$ cat config.mk
export PLATFORM = sky130hd
export DESIGN_NAME = dmem_bank
export DESIGN_NICKNAME = d
export VERILOG_FILES = /design/src/rtl/dmem_pkg.sv /design/src/rtl/dmem_lane_align.sv /design/src/rtl/dmem_bank.sv
export SDC_FILE = /design/constraint.sdc
export NUM_CORES = 2
export LEC_CHECK = 0
export CORE_MARGIN = 10
export CORE_UTILIZATION = 35
export DETAILED_ROUTE_END_ITERATION = 10
export PLACE_DENSITY = 0.53
export SLEW_MARGIN = 5
export SYNTH_ARGS = -nofsm -noshare
export SYNTH_HDL_FRONTEND = slang
export SYNTH_SLANG_ARGS = --single-unit
$ cat constraint.sdc
create_clock -name clk -period 8.5 [get_ports clk]
set_input_delay 1.7 -clock clk [delete_from_list [all_inputs] [get_ports clk]]
set_output_delay 1.7 -clock clk [all_outputs]
set_load 0.005 [all_outputs]
$ cat src/rtl/dmem_pkg.sv
// Shared encodings and helpers for the data memory bank.
package dmem_pkg;

    localparam logic [1:0] SZ_B = 2'd0;
    localparam logic [1:0] SZ_H = 2'd1;
    localparam logic [1:0] SZ_W = 2'd2;
    localparam logic [1:0] SZ_D = 2'd3;

    typedef enum logic {
        CLEAR = 1'b0,
        READY = 1'b1
    } state_t;

    // Number of byte-lane address bits inside one DATA_W word.
    function automatic int unsigned lane_bits(input int unsigned data_w);
        return (data_w == 64) ? 3 : 2;
    endfunction

endpackage

$ cat src/rtl/dmem_lane_align.sv
// Byte-lane steering: store byte enables/shifted data, load extraction/extension.
module dmem_lane_align
    import dmem_pkg::*;
#(
    parameter  int unsigned DATA_W = 32,
    localparam int unsigned LANE_W = lane_bits(DATA_W),
    localparam int unsigned NB     = DATA_W / 8
) (
    input  logic [1:0]        size,
    input  logic [LANE_W-1:0] lane,
    input  logic              is_unsigned,
    input  logic [DATA_W-1:0] wdata,
    input  logic [DATA_W-1:0] rword,
    output logic [NB-1:0]     be_c,
    output logic [DATA_W-1:0] wdata_c,
    output logic [DATA_W-1:0] rdata_c,
    output logic              misalign_c
);

    logic [LANE_W-1:0] align_mask;
    logic [NB-1:0]     field_be;
    logic [DATA_W-1:0] keep;
    logic [DATA_W-1:0] shifted;
    logic [LANE_W+2:0] bit_off;
    logic              sign;

    always_comb begin
        align_mask = '0;
        field_be   = '0;
        keep       = '0;
        sign       = 1'b0;
        bit_off    = {lane, 3'b000};
        shifted    = rword >> bit_off;
        case (size)
            SZ_B: begin
                field_be = NB'(1);
                keep     = DATA_W'(8'hFF);
                sign     = shifted[7];
            end
            SZ_H: begin
                align_mask = LANE_W'(1);
                field_be   = NB'(3);
                keep       = DATA_W'(16'hFFFF);
                sign       = shifted[15];
            end
            SZ_W: begin
                align_mask = LANE_W'(3);
                field_be   = NB'(15);
                keep       = DATA_W'(32'hFFFF_FFFF);
                sign       = shifted[31];
            end
            default: begin
                align_mask = LANE_W'(7);
                field_be   = '1;
                keep       = '1;
                sign       = shifted[DATA_W-1];
            end
        endcase
        misalign_c = |(lane & align_mask);
        be_c       = field_be << lane;
        wdata_c    = wdata << bit_off;
        // Bits above the selected field come from its MSB or are zero.
        rdata_c    = (shifted & keep) | ((!is_unsigned && sign) ? ~keep : '0);
    end

endmodule

$ cat src/rtl/dmem_bank.sv
// Single-port data memory with sub-word access, error flagging and post-reset clear sweep.
module dmem_bank
    import dmem_pkg::*;
#(
    parameter int unsigned DATA_W     = 32,
    parameter int unsigned DEPTH      = 128,
    parameter int unsigned ADDR_W     = 32,
    parameter bit          INIT_CLEAR = 1'b1
) (
    input  logic              clk,
    input  logic              rst_n,
    input  logic              req_valid,
    output logic              req_ready,
    input  logic              req_write,
    input  logic [1:0]        req_size,
    input  logic              req_unsigned,
    input  logic [ADDR_W-1:0] req_addr,
    input  logic [DATA_W-1:0] req_wdata,
    output logic              rsp_valid,
    output logic [DATA_W-1:0] rsp_rdata,
    output logic              rsp_err,
    output logic              busy
);

    localparam int unsigned LANE_W = lane_bits(DATA_W);
    localparam int unsigned NB     = DATA_W / 8;
    localparam int unsigned IDX_W  = (DEPTH > 1) ? $clog2(DEPTH) : 1;
    localparam int unsigned WIDX_W = ADDR_W - LANE_W;
    localparam state_t      RST_ST = INIT_CLEAR ? CLEAR : READY;

    logic [DATA_W-1:0] mem [DEPTH];

    state_t            state;
    logic [IDX_W-1:0]  clr_cnt;
    logic [LANE_W-1:0] lane;
    logic [WIDX_W-1:0] widx;
    logic [IDX_W-1:0]  idx;
    logic              range_err;
    logic              size_err;
    logic              misalign;
    logic              err;
    logic              accept;
    logic [NB-1:0]     be;
    logic [DATA_W-1:0] wdata_sh;
    logic [DATA_W-1:0] rdata_ext;

    assign lane      = req_addr[LANE_W-1:0];
    assign widx      = req_addr[ADDR_W-1:LANE_W];
    assign idx       = widx[IDX_W-1:0];
    assign range_err = (widx >= WIDX_W'(DEPTH));
    assign size_err  = (req_size == SZ_D) && (DATA_W != 64);
    assign err       = misalign || range_err || size_err;
    assign accept    = req_valid && req_ready;

    dmem_lane_align #(
        .DATA_W (DATA_W)
    ) u_align (
        .size        (req_size),
        .lane        (lane),
        .is_unsigned (req_unsigned),
        .wdata       (req_wdata),
        .rword       (mem[idx]),
        .be_c        (be),
        .wdata_c     (wdata_sh),
        .rdata_c     (rdata_ext),
        .misalign_c  (misalign)
    );

    // FSM, sweep counter and registered response.
    always_ff @(posedge clk or negedge rst_n) begin
        if (!rst_n) begin
            state     <= RST_ST;
            clr_cnt   <= '0;
            busy      <= INIT_CLEAR;
            req_ready <= !INIT_CLEAR;
            rsp_valid <= 1'b0;
            rsp_rdata <= '0;
            rsp_err   <= 1'b0;
        end else begin
            rsp_valid <= accept;
            rsp_err   <= accept && err;
            rsp_rdata <= (accept && !req_write && !err) ? rdata_ext : '0;
            case (state)
                CLEAR: begin
                    if (clr_cnt == IDX_W'(DEPTH - 1)) begin
                        state     <= READY;
                        busy      <= 1'b0;
                        req_ready <= 1'b1;
                        clr_cnt   <= '0;
                    end else begin
                        clr_cnt <= clr_cnt + IDX_W'(1);
                    end
                end
                default: begin
                    state <= READY;
                end
            endcase
        end
    end

    // Array: sweep writes zero; stores merge only the enabled bytes.
    always_ff @(posedge clk) begin
        if (state == CLEAR) begin
            mem[clr_cnt] <= '0;
        end else if (accept && req_write && !err) begin
            for (int b = 0; b < int'(NB); b++) begin
                if (be[b]) mem[idx][b*8 +: 8] <= wdata_sh[b*8 +: 8];
            end
        end
    end

endmodule

==> metrics.md <==
| Metric | Value |
|---|---|
| Clock share of power | `44.2%` |
| Syn nets | `7683` |
| Avg WL per Cell | `35.60 um` |
| Max FO, Critical Path | `19` |
| Final cell count without fillers | `about 15000` |
| Initial antenna violation count | `67` |
| CTS tree | `done` |
| Least-Margin Pin Slew | `1.563 ns` |
| Crit end category | `register` |
| Initial DRC Count | `roughly 13000` |
| Drc violations | `5` |
| Worst IR drop on VDD | `0.0001668 V` |
| DRT antenna net count | `0` |
| Inst Count DP | `14000` |
| Area after DPL | `173900 um^2` |
| Synth Cell Area | `between 150000 and 200000 um^2` |
| Critical-path top delay cell | `nor2_1` |
| Vias per cell | `between 5 and 6` |
| Synth area leader | `edfxtp_1` |
| Largest net degree at the start of global routing | `around 130` |
| Std cell rows | `250` |
| Violated checks | `DRC, capacitance limit, slew limit` |
| Top cell family by delay on the critical path | `simple AND/OR/NAND/NOR gates` |
| Skew-Pair Late Insertion Delay | `1.03 ns` |
| CTS clk-pin slew, worst paths | `0.06 ns` |
| Die area | `491500 um^2` |
| Seq/Total Area, Yosys | `76.44%` |
| Setup bufs post-CTS | `0` |
| Internal | `0.03291 W` |
| Total Routing Usage GR | `20.92%` |
| Area contributors post-synth | `edfxtp_1 76%, mux4_2 15%, mux2i_1 1.4%` |
| P_sw | `0.008816 W` |
| Filler Cell Count | `40655` |
| Main flop type after synthesis | `edfxtp_1` |
| Post-synth EDFFs | `4096` |
| Crit path kind | `in2reg` |
| Final instance area | `187700 um^2` |
| IO Pins | `about 110` |
| Worst Hold Slack | `slightly below 0.5 ns` |
| Num Clock Sinks | `4140` |
| Clock skew | `0.06943 ns` |
| Die H | `about 700 um` |
| Mean Syn Cell Area | `21.33 um^2` |
| Root buffer cell | `clkbuf_16` |
| Critical Path AT | `7.97 ns` |
| Number of global-route vias before repair | `approximately 84000` |
| Top cell type's share of synthesized area | `75.76%` |
| Asr flop ratio synth | `1.063%` |
| Register share of total power | `52.9%` |
| DIE WIDTH | `701.1 um` |
| GPL Wtd Cong | `0.9842` |
| Vias | `84913` |
| Distinct cells, synth | `75` |
| Crit path launch type | `primary input` |
| RSZ-0062 raised after global routing | `no` |
| CP bufs+invs | `2` |
| CTS Buf Count | `422` |
| Seq cells post-synth | `4140` |
| Starting Density | `35.07%` |
| Sw frac | `a little over a fifth` |
| Share of cells above drive strength 1 | `27.87%` |
| Layout area overhead | `15.60%` |
| # hold bufs at CTS | `0` |
| Clk buf depth | `4` |
| CP Cell Sequence | `clkdlybuf4s50_1 -> nor3_2 -> nand4_1 -> nor4_2 -> buf_4 -> nand3_2 -> mux2_2 -> nor2_2 -> nand3_1 -> nor2_1` |
| Power Dens Cells | `222.3 nW/um^2` |
| Cell count after synthesis | `around 7600` |
| Slew Limit Fails | `4` |
| GR Overflow Total | `0` |
| Yosys warns | `0` |
| Fmax | `0.1355 GHz` |
| PortBufs | `around 110` |
| Crit path time final | `7.379 ns` |
| Max-slew headroom | `-4.604%` |
| Max incr delay on CP | `1.16 ns` |
| First drt pass iteration count | `11` |
| Total wire length | `~530000 um` |
| Lkg Pwr | `50.33 nW` |
| H-tree Lvls | `5` |
| Core Region | `462900 um^2` |
| Nets@finish | `8322` |
| Final setup viols | `0` |
| MaxCap Viol Count | `1` |
| Hold Vio Cnt, Final | `0` |
| Comb power frac | `2.9%` |
| Reg2Reg Setup Slack | `3.02 ns` |
| PostCTS Resize Cnt | `0` |
| Worst Hold Class | `reg2reg` |
| HPWL Detailed | `353500 um` |
| Outcome | `finished, violations left` |
| Critical Path RT | `between 9 and 10 ns` |
| Final Core Density | `40.54%` |
| Tcrit/Tclk final | `86.82%` |
| Global-route wire length before repair | `~720000 um` |
final cells by class:
| cell class | count | area (um^2) | area share (%) |
|---|---|---|---|
| clock buffer | 518 | 11050 | 5.886 |
| clock inverter | 256 | 2514 | 1.339 |
| inverter | 11 | 48.80 | 0.02600 |
| antenna | 67 | 167.7 | 0.08933 |
| timing repair buffer | 690 | 6201 | 3.304 |
| sequential | 4140 | 124100 | 66.12 |
| tap | 6174 | 7725 | 4.116 |
| multi-input combinational | 2985 | 35880 | 19.12 |
final timing paths:
check,from,end,cells after the start
min in group asynchronous,rst_n,rsp_rdata[12],2
worst max-delay path,req_addr[22],mem[76][15],10
worst max register to register,req_ready,mem[76][15],8
worst min-delay path,busy,busy,1
max in group asynchronous,rst_n,req_ready,2
worst min register to register,busy,busy,1
flip-flops by register name (all words and copies together), names as in the netlist:
signal     flops
busy           1
clr_cnt        7
mem         4096
req_ready      1
rsp_err        1
rsp_rdata     32
rsp_valid      1
state          1
layer usage:
metal | up-vias | part of all wire [%] | track usage (%)
met1 | 45928 | 39 | 27.79
met5 | - | 0.23 | 1.107
met4 | 36 | 4.5 | 8.663
met3 | 1026 | 11 | 7.012
li1 | 33122 | - | -
met2 | 4801 | 45 | 31.48
layout by cell type, fill, tap and decap left out, drive strengths merged, types with 43 or more instances in the layout:
cell           count
a21oi             47
a32oi             77
buf              594
clkbuf           518
clkdlybuf4s50     96
clkinv           189
dfrtp             43
diode             67
edfxtp          4096
mux2i            226
mux4            1088
nand2            361
nand3            152
nor2             601
o21ai             50
cell usage after synthesis (6+ instances only):
cell type,number
buf_6,56
mux4_2,1072
a32oi_1,77
nor2_1,601
o221ai_1,15
o21ai_1,7
o21ai_0,41
o211ai_1,7
mux4_1,16
buf_1,37
and3_1,30
nor4_1,13
nand4_1,41
o41ai_1,7
nand2_1,353
o311ai_0,7
nor3_1,7
nand3b_1,6
o2111ai_1,7
buf_8,8
edfxtp_1,4096
nand3_1,152
o21a_1,9
nand2_2,8
a31oi_1,16
o22ai_1,15
inv_1,8
a21oi_1,45
mux2i_1,226
a221oi_1,21
or3_1,8
buf_4,79
a2111o_1,7
clkbuf_1,216
a211oi_1,18
a32o_1,11
a22oi_1,40
nor2b_1,18
buf_2,70
dfrtp_1,43
mux2_2,15
and2_1,12
a22o_1,9
buf_12,9
a2111oi_2,7
metrics by stage:
step	power [W]	TNS (ns)	setup WS, ns
floorplan	0.02322	-1097.60	-1.231
CTS	0.04195	0	1.437
finish	0.04172	0	1.121
global route	0.04280	0	1.163
detailed placement	0.02371	0	0.3934
global placement	0.02371	-18.40	-0.3226
cell families (layout without fill, tap and decap cells):
kind of cell	after synthesis	count (layout)	synth area share (%)
buffers and inverters	486	1475	1.765
and+or+nand+nor	1263	1263	3.298
other	0	67	0
AOI/OAI and AO/OA	387	387	1.837
muxes	1329	1329	16.63
xor gates and xnor gates	5	5	0.02698
adders and majority gates	1	1	0.007705
DFF	4140	4140	76.44
power groups by stage:
| stage | Clock (W) | Combinational, W | Sequential [W] |
|---|---|---|---|
| floorplan | 0 | 0.000702 | 0.0225 |
| global placement | 0 | 0.00119 | 0.0225 |
| detailed placement | 0 | 0.00119 | 0.0225 |
| CTS | 0.0187 | 0.00120 | 0.0221 |
| global route | 0.0195 | 0.00124 | 0.0221 |
| finish | 0.0184 | 0.00121 | 0.0221 |
Note: power is estimated with default switching activity, not from simulation.
